--- config.mk ---
export PLATFORM = sky130hd
export DESIGN_NAME = mem_load_stage
export DESIGN_NICKNAME = d
export VERILOG_FILES = /design/src/rtl/mem_pkg.sv /design/src/rtl/load_align.sv /design/src/rtl/mem_load_stage.sv
export SDC_FILE = /design/constraint.sdc
export NUM_CORES = 1
export LEC_CHECK = 0
export CAP_MARGIN = 30
export CELL_PAD_IN_SITES_DETAIL_PLACEMENT = 0
export CELL_PAD_IN_SITES_GLOBAL_PLACEMENT = 1
export CORE_ASPECT_RATIO = 1.25
export CORE_MARGIN = 1.5
export CORE_UTILIZATION = 29
export CTS_CLUSTER_DIAMETER = 30
export CTS_CLUSTER_SIZE = 16
export DETAILED_ROUTE_END_ITERATION = 16
export GPL_ROUTABILITY_DRIVEN = 0
export MAX_ROUTING_LAYER = met4
export PLACE_DENSITY = 0.87
export SLEW_MARGIN = 20
export SYNTH_ARGS = -nofsm -noshare
export SYNTH_HDL_FRONTEND = slang
export SYNTH_SLANG_ARGS = --single-unit
--- constraint.sdc ---
create_clock -name clk -period 2.1 [get_ports clk]
set_clock_uncertainty 0.15 [all_clocks]
set_input_delay 0.42 -clock clk [delete_from_list [all_inputs] [get_ports clk]]
set_output_delay 0.42 -clock clk [all_outputs]
set_load 0.01 [all_outputs]
--- src/rtl/mem_pkg.sv ---
// Shared definitions for the memory-access stage: op bit indices, FSM states,
// bus size codes and the masks/helpers used to classify an op vector.
package mem_pkg;

    localparam int MEM_OP_W = 12;

    localparam int OP_LW  = 0;
    localparam int OP_SW  = 1;
    localparam int OP_LB  = 2;
    localparam int OP_LBU = 3;
    localparam int OP_LH  = 4;
    localparam int OP_LHU = 5;
    localparam int OP_LWL = 6;
    localparam int OP_LWR = 7;
    localparam int OP_SB  = 8;
    localparam int OP_SH  = 9;
    localparam int OP_SWL = 10;
    localparam int OP_SWR = 11;

    localparam logic [MEM_OP_W-1:0] LOAD_MASK    = 12'h0FD;
    localparam logic [MEM_OP_W-1:0] STORE_MASK   = 12'hF02;
    localparam logic [MEM_OP_W-1:0] WORD_AL_MASK = 12'hCC0;

    typedef enum logic [2:0] {
        ST_IDLE  = 3'd0,
        ST_REQ   = 3'd1,
        ST_WAIT  = 3'd2,
        ST_DONE  = 3'd3,
        ST_DRAIN = 3'd4
    } state_t;

    typedef enum logic [1:0] {
        SIZE_BYTE = 2'd0,
        SIZE_HALF = 2'd1,
        SIZE_WORD = 2'd2
    } size_t;

    function automatic size_t size_of(input logic [MEM_OP_W-1:0] op);
        if (op[OP_LB] || op[OP_LBU] || op[OP_SB]) begin
            return SIZE_BYTE;
        end else if (op[OP_LH] || op[OP_LHU] || op[OP_SH]) begin
            return SIZE_HALF;
        end
        return SIZE_WORD;
    endfunction

endpackage

--- src/rtl/load_align.sv ---
// Combinational load-data aligner: selects, extends or merges the returned
// word with the old register value according to the load type and address.
module load_align
    import mem_pkg::*;
(
    input  logic [31:0]         rdata,
    input  logic [31:0]         rt,
    input  logic [1:0]          addr_lo,
    input  logic [MEM_OP_W-1:0] mem_inst,
    output logic [31:0]         result
);

    logic [7:0]  byte_sel;
    logic [15:0] half_sel;

    // Word loads and all store bits fall through to the raw word.
    logic unused_bits;
    assign unused_bits = ^{mem_inst[OP_LW], mem_inst[OP_SW], mem_inst[OP_SB],
                           mem_inst[OP_SH], mem_inst[OP_SWL], mem_inst[OP_SWR]};

    // NOTE: every output of a combinational block gets a default first so no
    // path through the block leaves it unassigned, which would infer a latch.
    always_comb begin
        byte_sel = rdata[7:0];
        half_sel = addr_lo[1] ? rdata[31:16] : rdata[15:0];
        result   = rdata;

        case (addr_lo)
            2'd0: byte_sel = rdata[7:0];
            2'd1: byte_sel = rdata[15:8];
            2'd2: byte_sel = rdata[23:16];
            2'd3: byte_sel = rdata[31:24];
            default: byte_sel = rdata[7:0];
        endcase

        if (mem_inst[OP_LB]) begin
            result = {{24{byte_sel[7]}}, byte_sel};
        end else if (mem_inst[OP_LBU]) begin
            result = {24'h0, byte_sel};
        end else if (mem_inst[OP_LH]) begin
            result = {{16{half_sel[15]}}, half_sel};
        end else if (mem_inst[OP_LHU]) begin
            result = {16'h0, half_sel};
        end else if (mem_inst[OP_LWL]) begin
            case (addr_lo)
                2'd0: result = {rdata[7:0],  rt[23:0]};
                2'd1: result = {rdata[15:0], rt[15:0]};
                2'd2: result = {rdata[23:0], rt[7:0]};
                default: result = rdata;
            endcase
        end else if (mem_inst[OP_LWR]) begin
            case (addr_lo)
                2'd1: result = {rt[31:24], rdata[31:8]};
                2'd2: result = {rt[31:16], rdata[31:16]};
                2'd3: result = {rt[31:8],  rdata[31:24]};
                default: result = rdata;
            endcase
        end
    end

endmodule

--- src/rtl/mem_load_stage.sv ---
// Memory-access pipeline stage: captures one op, drives a single request on
// the split addr/data handshake bus, aligns load data and hands the result on.
module mem_load_stage
    import mem_pkg::*;
#(
    parameter int ADDR_W     = 32,
    parameter int MEM_INST_W = 12
) (
    input  logic                  clk,
    input  logic                  reset,

    input  logic                  in_valid,
    output logic                  in_allowin,
    input  logic [ADDR_W-1:0]     in_addr,
    input  logic [3:0]            in_wen,
    input  logic [31:0]           in_wdata,
    input  logic [MEM_INST_W-1:0] in_mem_inst,
    input  logic [31:0]           in_rt,
    input  logic [31:0]           in_alu_result,
    input  logic                  in_gr_we,
    input  logic [4:0]            in_dest,
    input  logic                  in_ex,
    input  logic                  flush,

    output logic                  data_req,
    output logic                  data_wr,
    output logic [1:0]            data_size,
    output logic [ADDR_W-1:0]     data_addr,
    output logic [3:0]            data_wstrb,
    output logic [31:0]           data_wdata,
    input  logic                  data_addr_ok,
    input  logic                  data_data_ok,
    input  logic [31:0]           data_rdata,

    output logic                  out_valid,
    input  logic                  out_allowin,
    output logic                  out_gr_we,
    output logic [4:0]            out_dest,
    output logic [31:0]           out_result
);

    state_t                state_q, state_d;

    size_t                 size_q;
    logic                  wr_q;
    logic [ADDR_W-1:0]     addr_q;
    logic [1:0]            addr_lo_q;
    logic [3:0]            wstrb_q;
    logic [31:0]           wdata_q;
    logic [MEM_INST_W-1:0] mem_q;
    logic [31:0]           rt_q;
    logic [31:0]           alu_q;
    logic                  gr_we_q;
    logic [4:0]            dest_q;
    logic [31:0]           result_q;

    logic                  capture;
    logic                  in_is_mem;
    logic                  in_is_store;
    logic                  in_word_al;
    logic                  go_bus;
    logic                  is_load_q;
    logic                  take_data;
    logic [31:0]           aligned;

    assign in_is_mem   = |in_mem_inst;
    assign in_is_store = |(in_mem_inst & STORE_MASK);
    assign in_word_al  = |(in_mem_inst & WORD_AL_MASK);
    assign go_bus      = in_is_mem && !in_ex;
    assign capture     = (state_q == ST_IDLE) && in_valid && !flush;
    assign is_load_q   = |(mem_q & LOAD_MASK);
    assign take_data   = (state_q == ST_WAIT) && data_data_ok && !flush;

    load_align u_load_align (
        .rdata    (data_rdata),
        .rt       (rt_q),
        .addr_lo  (addr_lo_q),
        .mem_inst (mem_q),
        .result   (aligned)
    );

    always_ff @(posedge clk) begin
        if (reset) begin
            state_q <= ST_IDLE;
        end else begin
            state_q <= state_d;
        end
    end

    always_comb begin
        state_d    = state_q;
        in_allowin = 1'b0;
        data_req   = 1'b0;
        out_valid  = 1'b0;

        case (state_q)
            ST_IDLE: begin
                in_allowin = 1'b1;
                if (capture) begin
                    state_d = go_bus ? ST_REQ : ST_DONE;
                end
            end
            ST_REQ: begin
                data_req = 1'b1;
                // An accepted address still owes a data beat, so it must drain.
                if (flush) begin
                    state_d = data_addr_ok ? ST_DRAIN : ST_IDLE;
                end else if (data_addr_ok) begin
                    state_d = ST_WAIT;
                end
            end
            ST_WAIT: begin
                if (data_data_ok) begin
                    state_d = flush ? ST_IDLE : ST_DONE;
                end else if (flush) begin
                    state_d = ST_DRAIN;
                end
            end
            ST_DONE: begin
                out_valid = 1'b1;
                if (flush || out_allowin) begin
                    state_d = ST_IDLE;
                end
            end
            ST_DRAIN: begin
                if (data_data_ok) begin
                    state_d = ST_IDLE;
                end
            end
            default: state_d = ST_IDLE;
        endcase
    end

    // NOTE: clocked state uses non-blocking assignments so every register
    // samples pre-edge values regardless of statement order.
    always_ff @(posedge clk) begin
        if (reset) begin
            size_q    <= SIZE_BYTE;
            wr_q      <= 1'b0;
            addr_q    <= '0;
            addr_lo_q <= 2'b00;
            wstrb_q   <= 4'b0000;
            wdata_q   <= 32'h0;
            mem_q     <= '0;
            rt_q      <= 32'h0;
            alu_q     <= 32'h0;
            gr_we_q   <= 1'b0;
            dest_q    <= 5'd0;
            result_q  <= 32'h0;
        end else begin
            if (capture) begin
                size_q    <= size_of(in_mem_inst);
                wr_q      <= in_is_store;
                addr_q    <= in_word_al ? {in_addr[ADDR_W-1:2], 2'b00} : in_addr;
                addr_lo_q <= in_addr[1:0];
                wstrb_q   <= in_is_store ? in_wen : 4'b0000;
                wdata_q   <= in_wdata;
                mem_q     <= in_mem_inst;
                rt_q      <= in_rt;
                alu_q     <= in_alu_result;
                gr_we_q   <= in_gr_we && !in_ex;
                dest_q    <= in_dest;
                if (!go_bus) begin
                    result_q <= in_alu_result;
                end
            end
            if (take_data) begin
                result_q <= is_load_q ? aligned : alu_q;
            end
        end
    end

    assign data_wr    = wr_q;
    assign data_size  = size_q;
    assign data_addr  = addr_q;
    assign data_wstrb = wstrb_q;
    assign data_wdata = wdata_q;
    assign out_gr_we  = gr_we_q;
    assign out_dest   = dest_q;
    assign out_result = result_q;

endmodule
==> results.json <==
{
  "ys_ff_latch": 185,
  "rrSetupSlack_ps": -20,
  "avgSynthCellArea_um2": 7.79,
  "fmax_mhz": 472,
  "finalSetupViolations": 6,
  "hold_path.class": "in -> reg",
  "syn_to_final_growth_pct": 65.4,
  "internal-power_mw": 6.79,
  "seq_power_share_pct": 38.9,
  "grt_pass1_vias": 10398,
  "dieArea_um2": 31700,
  "root_buffer": "clkbuf_16",
  "fin_util_pct": 48.8,
  "antenna_found_initial": 3,
  "ys.flop_type": "dfxtp_1",
  "worstSetupStartpointType": "flop",
  "cts_buffer_depth": 2,
  "synth_area_um2": 8880,
  "viasPerCell": 5.29,
  "tightest_slew_ps": 458,
  "crit_type": "reg -> reg",
  "period_share_pct": 101,
  "p_clk_share_pct": 34.0,
  "powerDensity_nw_per_um2": 674,
  "htree_levels": 4,
  "drc": 0,
  "drive_gt1_share_pct": 19.5,
  "cts.sinks": 185,
  "fin_crit_ps": 2120,
  "crit_path_start": "mem_q[7]$_SDFFE_PP0P_",
  "hpwl_um": 28500,
  "numCtsBuffers": 17,
  "power_frac_comb_pct": 27.1,
  "yosys_warnings": 0,
  "routed_wl_um": 38100,
  "cp_data_arrival_time_ps": 2290,
  "final-hold-violation-count": 0,
  "clk_pin_slew_ps": 80,
  "die_y_um": 199,
  "yosys-top-cells-count": "nand2_1 (314), dfxtp_1 (185), a21oi_1 (180), clkbuf_1 (69), nor2_1 (53)",
  "cts_tree": "yes",
  "synth_edf_count": 0,
  "violations": "setup timing",
  "power.switching_fraction_pct": 31.5,
  "routed-via-count": 10404,
  "timing.rr.end": "out_result[10]$_SDFFE_PP0P_",
  "vdd_drop_max_v": 0.000408,
  "whs_ps": 191,
  "drt_iter0_markers": 756,
  "timing.rr.start": "mem_q[7]$_SDFFE_PP0P_",
  "wire_per_inst_um": 19.4,
  "synth.most_common_cell": "nand2_1",
  "reg2reg_depth": 5,
  "ios": 302,
  "overflow": 0,
  "yosysSeqAreaShare_pct": 41.7,
  "syn_inst": 1141,
  "totalPowerFinal_mw": 9.90,
  "rsz0062_at_grt": "true",
  "drv_cap": 0,
  "end_kind": "flop",
  "clock_latency_ps": 450,
  "worst_slack_ps": -18.5,
  "finalMaxSlewViolations": 0,
  "crit_path_max_fanout": 28,
  "grt_use_total_pct": 24.3,
  "max_slew_margin_pct": 69.1,
  "rows": 71,
  "synth_top_cells_by_area": "dfxtp_1 (42%), nand2_1 (13%), a21oi_1 (10%)",
  "start_util_pct": 29.5,
  "coreArea_um2": 30100,
  "grt_max_degree": 88,
  "synth.distinct_cells": 58,
  "grt_pass1_wl_um": 57600,
  "fp.dieW_um": 160,
  "portBuffers": 301,
  "outcome": "finished, violations left",
  "syn_nets": 1331,
  "drt_pre_antenna_iters": 5,
  "synthArstFlopShare_pct": 0,
  "synth_largest_area_cell": "dfxtp_1",
  "power.switching_mw": 3.12,
  "cp_data_required_time_ps": 2280,
  "synth_top_area_share_pct": 41.7,
  "p_leak_nw": 5.29,
  "crit_path_end": "out_result[10]$_SDFFE_PP0P_",
  "ant_nets": 0,
  "finalNetCount": 1739
}
## registers in the layout (all words and copies together) (netlist names)
register	cells
data_size	2
out_dest	5
out_result	32
state_q	3
mem_q	7
out_gr_we	1
data_wr	1
data_wdata	32
data_addr	32
addr_lo_q	2
data_wstrb	4
rt_q	32
alu_q	32
## layout make-up
cell class | count | area (um2)
flip-flops and latches | 185 | 3720
repair buffers | 489 | 4710
clock buffers | 17 | 425
multi-input cells | 846 | 5120
inverters | 10 | 37.5
well taps | 401 | 502
diodes | 3 | 7.51
clock inverters | 15 | 179
fillers | 2853 | 15400
## metal layers
metal / global-route usage (%) / vias to the layer above / wire [um]
li1: - / 4893 / -
met1: 26.6 / 4867 / 14300
met2: 40.0 / 526 / 18400
met3: 5.32 / 118 / 2790
met4: 16.0 / 0 / 2520
met5: - / - / 0
## how the worst min path moves through the flow
stage / start / to / cells past startpoint
global placement: alu_q[17]$_SDFFE_PP0P_ / alu_q[17]$_SDFFE_PP0P_ / 2
CTS: reset / alu_q[2]$_SDFFE_PP0P_ / 2
detailed placement: data_wdata[13]$_SDFFE_PP0P_ / data_wdata[13]$_SDFFE_PP0P_ / 2
global route: reset / alu_q[25]$_SDFFE_PP0P_ / 2
floorplan: alu_q[16]$_SDFFE_PP0P_ / alu_q[16]$_SDFFE_PP0P_ / 2
finish: reset / alu_q[0]$_SDFFE_PP0P_ / 2
## metrics by stage
step | TNS, ps | std cells | instance area [um2] | setup WS (ps)
after global routing | -983 | 1966 | 14700 | -84.6
after CTS | -224 | 1961 | 14500 | -63.8
final | -67.6 | 1966 | 14700 | -18.5
after global placement | -27010 | 1919 | 13500 | -557
after floorplan | 0 | 1141 | 8880 | 5.29
after detailed placement | -29850 | 1919 | 13500 | -654
## critical path: stages, from the launching register on
cell and delay (ps):
dfxtp_2 320, or4_4 530, or3_4 390, buf_6 220, o211ai_1 240, a311oi_1 120
## power groups by stage
stage                     clock network [mW]  registers (mW)  logic, mW
final                                   3.36            3.85       2.69
after CTS                               3.44            3.85       2.61
after floorplan                            0            3.94      0.967
after global routing                    3.58            3.88       2.85
after global placement                     0            3.92       2.38
after detailed placement                   0            3.93       2.39
## what timing repair did
item,CTS,global route
setup endpoints to repair,31,31
gates cloned,4,0
endpoints found under the hold margin,0,0
pin swaps,24,16
resized for setup,57,38
buffers inserted,6,3
hold buffers,0,0
## cells in the final DEF (no fill, tap or decap), types with 8 or more instances in the layout
cell type        instances
buf_4                  163
a2bb2oi_1               12
a221oi_1                10
dfxtp_1                180
a21oi_1                177
buf_12                  16
nand2_1                313
a211oi_1                13
nor2_1                  52
inv_1                   10
mux2_2                   9
mux4_2                   8
mux2i_1                 29
o211ai_1                17
clkbuf_16               17
a221o_1                 10
o22ai_1                  9
clkdlybuf4s50_1        291
o32ai_1                  9
o21ai_0                 38
## cell families (layout without fill, tap and decap cells)
kind of cell | after synthesis | count (layout) | synth area share [%]
simple gates | 412 | 412 | 18.8
compound gates | 387 | 387 | 27.9
flops | 185 | 185 | 41.7
buf+inv | 110 | 531 | 5.06
mux | 47 | 47 | 6.56
other cells | 0 | 3 | 0
(Power assumes the default switching activity.)
